File: src/rtl/dir_controller.sv
// Full-map directory coherence controller: tracks I/S/M plus a sharer vector per line,
// issues invalidate/fetch requests to L1 caches and grants the requested permission.
module dir_controller #(
  parameter int NUM_CACHES = 2,
  parameter int ADDR_WIDTH = 8,
  localparam int SRC_W = (NUM_CACHES > 2) ? $clog2(NUM_CACHES) : 1
) (
  input  logic                  clk,
  input  logic                  reset,
  input  logic                  req_valid,
  output logic                  req_ready,
  input  logic [SRC_W-1:0]      req_src,
  input  logic [1:0]            req_op,
  input  logic [ADDR_WIDTH-1:0] req_addr,
  output logic [NUM_CACHES-1:0] inv_valid,
  output logic                  inv_fetch,
  output logic [ADDR_WIDTH-1:0] inv_addr,
  input  logic [NUM_CACHES-1:0] inv_ack,
  output logic                  grant_valid,
  output logic [SRC_W-1:0]      grant_dst,
  output logic [1:0]            grant_state,
  output logic [ADDR_WIDTH-1:0] grant_addr
);

  localparam int DEPTH = 1 << ADDR_WIDTH;

  localparam logic [1:0] OP_GETS = 2'b00;
  localparam logic [1:0] OP_GETM = 2'b01;
  localparam logic [1:0] OP_PUTM = 2'b10;

  localparam logic [1:0] ST_I = 2'b00;
  localparam logic [1:0] ST_S = 2'b01;
  localparam logic [1:0] ST_M = 2'b10;

  typedef enum logic [1:0] {IDLE, LOOKUP, INVAL, GRANT} fsm_t;

  fsm_t                  fsm_reg;
  logic [SRC_W-1:0]      src_reg;
  logic [1:0]            op_reg;
  logic [ADDR_WIDTH-1:0] addr_reg;
  logic [1:0]            new_state_reg;
  logic [NUM_CACHES-1:0] new_sharers_reg;
  logic [1:0]            grant_kind_reg;
  logic [NUM_CACHES-1:0] pending_reg;
  logic                  fetch_reg;
  logic [ADDR_WIDTH-1:0] inv_addr_reg;
  logic                  ready_reg;
  logic                  gvalid_reg;
  logic [SRC_W-1:0]      gdst_reg;
  logic [1:0]            gstate_reg;
  logic [ADDR_WIDTH-1:0] gaddr_reg;

  logic [1:0]            dir_state   [DEPTH];
  logic [NUM_CACHES-1:0] dir_sharers [DEPTH];

  logic [1:0]            cur_state;
  logic [NUM_CACHES-1:0] cur_sharers;
  logic [NUM_CACHES-1:0] src_mask;
  logic                  owner_is_src;
  logic [1:0]            lk_state;
  logic [NUM_CACHES-1:0] lk_sharers;
  logic [1:0]            lk_grant;
  logic [NUM_CACHES-1:0] lk_target;
  logic                  lk_fetch;
  logic [NUM_CACHES-1:0] pending_next;
  logic                  dir_we;

  assign cur_state    = dir_state[addr_reg];
  assign cur_sharers  = dir_sharers[addr_reg];
  assign src_mask     = NUM_CACHES'(1) << src_reg;
  assign owner_is_src = |(cur_sharers & src_mask);
  assign pending_next = pending_reg & ~inv_ack;
  assign dir_we       = (fsm_reg == GRANT);

  // Next entry contents, caches to invalidate/fetch, and permission to grant.
  always_comb begin
    lk_state   = cur_state;
    lk_sharers = cur_sharers;
    lk_grant   = ST_I;
    lk_target  = '0;
    lk_fetch   = 1'b0;
    case (op_reg)
      OP_GETS: begin
        if (cur_state == ST_M && owner_is_src) begin
          lk_grant = ST_M;
        end else begin
          lk_state   = ST_S;
          lk_sharers = cur_sharers | src_mask;
          lk_grant   = ST_S;
          if (cur_state == ST_M) begin
            lk_target = cur_sharers;
            lk_fetch  = 1'b1;
          end
        end
      end
      OP_GETM: begin
        lk_grant = ST_M;
        if (!(cur_state == ST_M && owner_is_src)) begin
          lk_state   = ST_M;
          lk_sharers = src_mask;
          lk_target  = cur_sharers & ~src_mask;
          lk_fetch   = (cur_state == ST_M);
        end
      end
      OP_PUTM: begin
        if (cur_state == ST_M && owner_is_src) begin
          lk_state   = ST_I;
          lk_sharers = '0;
        end
      end
      default: begin
      end
    endcase
  end

  always_ff @(posedge clk) begin
    if (reset) begin
      for (int i = 0; i < DEPTH; i++) begin
        dir_state[i]   <= ST_I;
        dir_sharers[i] <= '0;
      end
    end else if (dir_we) begin
      dir_state[addr_reg]   <= new_state_reg;
      dir_sharers[addr_reg] <= new_sharers_reg;
    end
  end

  always_ff @(posedge clk) begin
    if (reset) begin
      fsm_reg         <= IDLE;
      src_reg         <= '0;
      op_reg          <= '0;
      addr_reg        <= '0;
      new_state_reg   <= ST_I;
      new_sharers_reg <= '0;
      grant_kind_reg  <= ST_I;
      pending_reg     <= '0;
      fetch_reg       <= 1'b0;
      inv_addr_reg    <= '0;
      ready_reg       <= 1'b0;
      gvalid_reg      <= 1'b0;
      gdst_reg        <= '0;
      gstate_reg      <= '0;
      gaddr_reg       <= '0;
    end else begin
      case (fsm_reg)
        IDLE: begin
          ready_reg <= 1'b1;
          if (req_valid && ready_reg) begin
            src_reg   <= req_src;
            op_reg    <= req_op;
            addr_reg  <= req_addr;
            ready_reg <= 1'b0;
            fsm_reg   <= LOOKUP;
          end
        end
        LOOKUP: begin
          new_state_reg   <= lk_state;
          new_sharers_reg <= lk_sharers;
          grant_kind_reg  <= lk_grant;
          if (|lk_target) begin
            pending_reg  <= lk_target;
            fetch_reg    <= lk_fetch;
            inv_addr_reg <= addr_reg;
            fsm_reg      <= INVAL;
          end else begin
            gvalid_reg <= 1'b1;
            gdst_reg   <= src_reg;
            gstate_reg <= lk_grant;
            gaddr_reg  <= addr_reg;
            fsm_reg    <= GRANT;
          end
        end
        INVAL: begin
          // Acks on bits that are not pending fall out of the mask naturally.
          pending_reg <= pending_next;
          if (pending_next == '0) begin
            fetch_reg    <= 1'b0;
            inv_addr_reg <= '0;
            gvalid_reg   <= 1'b1;
            gdst_reg     <= src_reg;
            gstate_reg   <= grant_kind_reg;
            gaddr_reg    <= addr_reg;
            fsm_reg      <= GRANT;
          end
        end
        GRANT: begin
          gvalid_reg <= 1'b0;
          gdst_reg   <= '0;
          gstate_reg <= '0;
          gaddr_reg  <= '0;
          ready_reg  <= 1'b1;
          fsm_reg    <= IDLE;
        end
        default: fsm_reg <= IDLE;
      endcase
    end
  end

  assign req_ready   = ready_reg;
  assign inv_valid   = pending_reg;
  assign inv_fetch   = fetch_reg;
  assign inv_addr    = inv_addr_reg;
  assign grant_valid = gvalid_reg;
  assign grant_dst   = gdst_reg;
  assign grant_state = gstate_reg;
  assign grant_addr  = gaddr_reg;

endmodule

File: config.mk
export PLATFORM = sky130hd
export DESIGN_NAME = dir_controller
export DESIGN_NICKNAME = d
export VERILOG_FILES = /design/src/rtl/dir_controller.sv
export SDC_FILE = /design/constraint.sdc
export NUM_CORES = 2
export LEC_CHECK = 0
export CAP_MARGIN = 15
export CORE_MARGIN = 3
export CORE_UTILIZATION = 30
export DETAILED_ROUTE_END_ITERATION = 12
export SLEW_MARGIN = 20
export SYNTH_ARGS = -nofsm -noshare
export SYNTH_HDL_FRONTEND = slang
export SYNTH_SLANG_ARGS = --single-unit
File: constraint.sdc
create_clock -name clk -period 7.1 [get_ports clk]
set_clock_uncertainty 0.05 [all_clocks]
set_input_delay 1.42 -clock clk [delete_from_list [all_inputs] [get_ports clk]]
set_output_delay 1.42 -clock clk [all_outputs]
set_load 0.03 [all_outputs]
==> flow_metrics.env <==
export IMPL_routabilityCongestion=0.8363
export IMPL_ir_drop_uv=321.8
export IMPL_io_pins=40
export IMPL_path_cells="buf_4 -> nor2b_1 -> a21oi_1 -> a31oi_1 -> o311ai_0 -> o31ai_1 -> nor3_1 -> mux2_4 -> a21oi_4 -> a32o_1 -> mux2i_1"
export IMPL_p_switching_mw=4.836
export IMPL_cp_top_family="compound AO/OA/AOI/OAI gates"
export IMPL_startpoint_type="register"
export IMPL_clock_root_buffer="clkbuf_16"
export IMPL_drt_initial_drc_count=3787
export IMPL_setup_viol=0
export IMPL_cts_sinks=1075
export IMPL_min_period_ps=5498
export IMPL_crit_path_max_incr_delay_ps=900
export IMPL_syn_area_sq_um=51650
export IMPL_rows=151
export IMPL_worstPathRequired_ps=7680
export IMPL_power_mw=16.45
export IMPL_internal_power_mw=11.61
export IMPL_synthMuxAreaShare_pct=12.08
export IMPL_worst_path_max_fanout=48
export IMPL_synth_compound_area_share_pct=3.556
export IMPL_synth_cells=3957
export IMPL_synth_top_family_by_area="simple AND/OR/NAND/NOR gates"
export IMPL_fp_dieArea_sq_um=177200
export IMPL_ys_flop_type="edfxtp_1"
export IMPL_final_util_pct=33.85
export IMPL_cts_made_buffers=114
export IMPL_post_route_period_util_pct=77.43
export IMPL_wirelength_mm=146.5
export IMPL_cp_arrival_ps=6080
export IMPL_fmax_mhz=181.9
export IMPL_die_height_um=420.9
export IMPL_avgSynthCellArea_sq_um=13.05
export IMPL_yosys_cell_types_count=70
export IMPL_clk_pin_slew_worst_paths_ps=60
export IMPL_die_x_um=420.9
export IMPL_ys_warn_count=0
export IMPL_grt_pass1_vias=32310
export IMPL_grt_pass1_wl_mm=217.3
export IMPL_clk_path_buf_depth=3
export IMPL_synth_xor_area_share_pct=0
export IMPL_grt_overflow=0
export IMPL_crit_buf_inv=1
export IMPL_core_area_sq_um=170200
export IMPL_first_pass_iters=5
export IMPL_synthSimpleGateAreaFrac_pct=18.55
export IMPL_rsz0062_at_grt="no"
export IMPL_async_reset_ff_share_pct=0
export IMPL_synth_edf_count=1024
export IMPL_ctsHoldBuffers=0
export IMPL_seq_area_frac_synth_pct=61.51
export IMPL_cts_max_level=3
export IMPL_viasPerCell=5.396
export IMPL_drv_cap=0
export IMPL_final_cell_mix="1024 x edfxtp_1, 953 x and3_1, 457 x nand2_1, 222 x mux4_2, 119 x clkbuf_16"
export IMPL_portBuffers=39
export IMPL_drv_slew=0
export IMPL_pwr_share_comb_pct=16.9
export IMPL_initial_utilization_pct=30.34
export IMPL_powerDensity_nw_per_um2=285.5
export IMPL_worstSkewPairLatency_ps=710
export IMPL_synth_seq_cells=1075
export IMPL_setup_worst_path_class="register to register"
export IMPL_grt_usage_pct=15.98
export IMPL_route_detailed_wl_per_inst_um=24.04
export IMPL_post_dp_hpwl_mm=88.34
export IMPL_post_cts_setup_buffers=0
export IMPL_grt_antenna_before_repair=4
export IMPL_swShare_pct=29.40
export IMPL_ant_nets=0
export IMPL_ff2ff_setup_slack_ps=1600
export IMPL_num_vias=32900
export IMPL_crit_slowest_cell="nor2b_1"
export IMPL_drc=0
export IMPL_p_leak_nw=22.66
export IMPL_drive_gt1_share_pct=14.51
export IMPL_nNetsFinal=3721
export IMPL_p_seq_share_pct=45.9
export IMPL_crit_path_end_kind="register"
export IMPL_slew_headroom_pct=20.23
export IMPL_area_growth_pct=11.55
export IMPL_synth_fa_ha_area_share_pct=0.1211
export IMPL_reg_top3="dir_sharers (512), dir_state (512)"
export IMPL_cts_tree="done"
export IMPL_grt_max_degree=186
export IMPL_syn_num_nets=3978
export IMPL_layout_commonest_cell="edfxtp_1"
export IMPL_finalHoldViolations=0
export IMPL_status="finished clean"
export IMPL_hp_class="register to register"
export IMPL_tns_ps=0
export IMPL_cts_resized=0
export IMPL_tightest_slew_ps=1194
export IMPL_clock_power_share_pct=37.1
## worst min-delay path, cell delays in order (launching register included)
cell and delay (ps):
dfxtp_1 310, nand2_1 50, mux2i_1 50
## Yosys cell counts, types with 4 or more instances
cell	n	area, sq um
a211oi_1	12	90.09
a21oi_1	52	260.3
a221oi_1	6	52.55
a22o_1	6	52.55
a22oi_1	68	510.5
a31oi_1	5	31.28
and2_1	86	538.0
and3_1	955	5974
buf_1	6	22.52
buf_2	37	185.2
buf_4	18	135.1
buf_6	16	180.2
clkbuf_1	416	1562
dfxtp_1	51	1021
edfxtp_1	1024	30750
ha_1	5	62.56
inv_1	10	37.54
mux2_2	5	56.30
mux2i_1	114	1141
mux4_2	222	5000
nand2_1	457	1715
nand2b_1	18	112.6
nand3_1	36	180.2
nand3b_1	19	142.6
nand4_1	7	43.79
nor2_1	75	281.5
nor2b_1	27	168.9
nor3_1	29	145.1
nor4_1	9	56.30
o21ai_0	86	430.4
o21ai_1	5	25.02
o22ai_1	10	62.56
or2_2	7	43.79
or4_1	4	30.03
## kinds of logic (layout without fill, tap and decap cells)
group           after synthesis  in the layout
simple gates               1746           1746
flops                      1075           1075
buf+inv                     506            346
mux                         343            343
compound gates              282            282
fa+ha+maj                     5              5
other cells                   0              4
## power groups by stage
stage               clock network, mW  registers (mW)  logic (mW)
floorplan                           0            7.39        1.96
global placement                    0            7.68        2.75
detailed placement                  0            7.69        2.77
CTS                              6.17            7.55        2.77
global route                     6.42            7.59        2.94
finish                           6.11            7.56        2.78
## final timing paths
kind | endpoint | cells past startpoint | startpoint
worst min-delay path | grant_addr[6]$_SDFFE_PP0P_ | 2 | grant_addr[6]$_SDFFE_PP0P_
worst min register to register | grant_addr[6]$_SDFFE_PP0P_ | 2 | grant_addr[6]$_SDFFE_PP0P_
worst max-delay path | inv_addr[7]$_SDFFE_PP0P_ | 11 | register
worst max register to register | inv_addr[7]$_SDFFE_PP0P_ | 11 | register
## area by class of cell
class	count	area [sq um]
inverter	11	48.80
antenna	4	10.01
fill	16420	112600
clock inverter	78	739.5
timing repair buffer	122	1146
tap	2295	2872
multi-input combinational	2376	17950
sequential	1075	31800
clock buffer	135	3058
## through the flow
step,worst slack (ps),area [sq um],hold WS (ps),std cells
5_1_grt,1388,57610,433.5,6093
4_1_cts,1451,57570,411.5,6091
3_5_place_dp,1468,53770,397.0,5878
2_1_floorplan,3670,51650,395.4,3957
3_3_place_gp,1555,53760,404.5,5878
6_report,1602,57620,407.7,6096
## routing by layer
metal	GRT usage (%)	vias up	wire length [um]
li1	-	14430	-
met3	2.656	235	11800
met1	21.77	16800	61170
met2	25.80	1427	69010
met4	5.594	0	4542
met5	0	-	0
No activity file was read; power rests on OpenSTA's default activity.
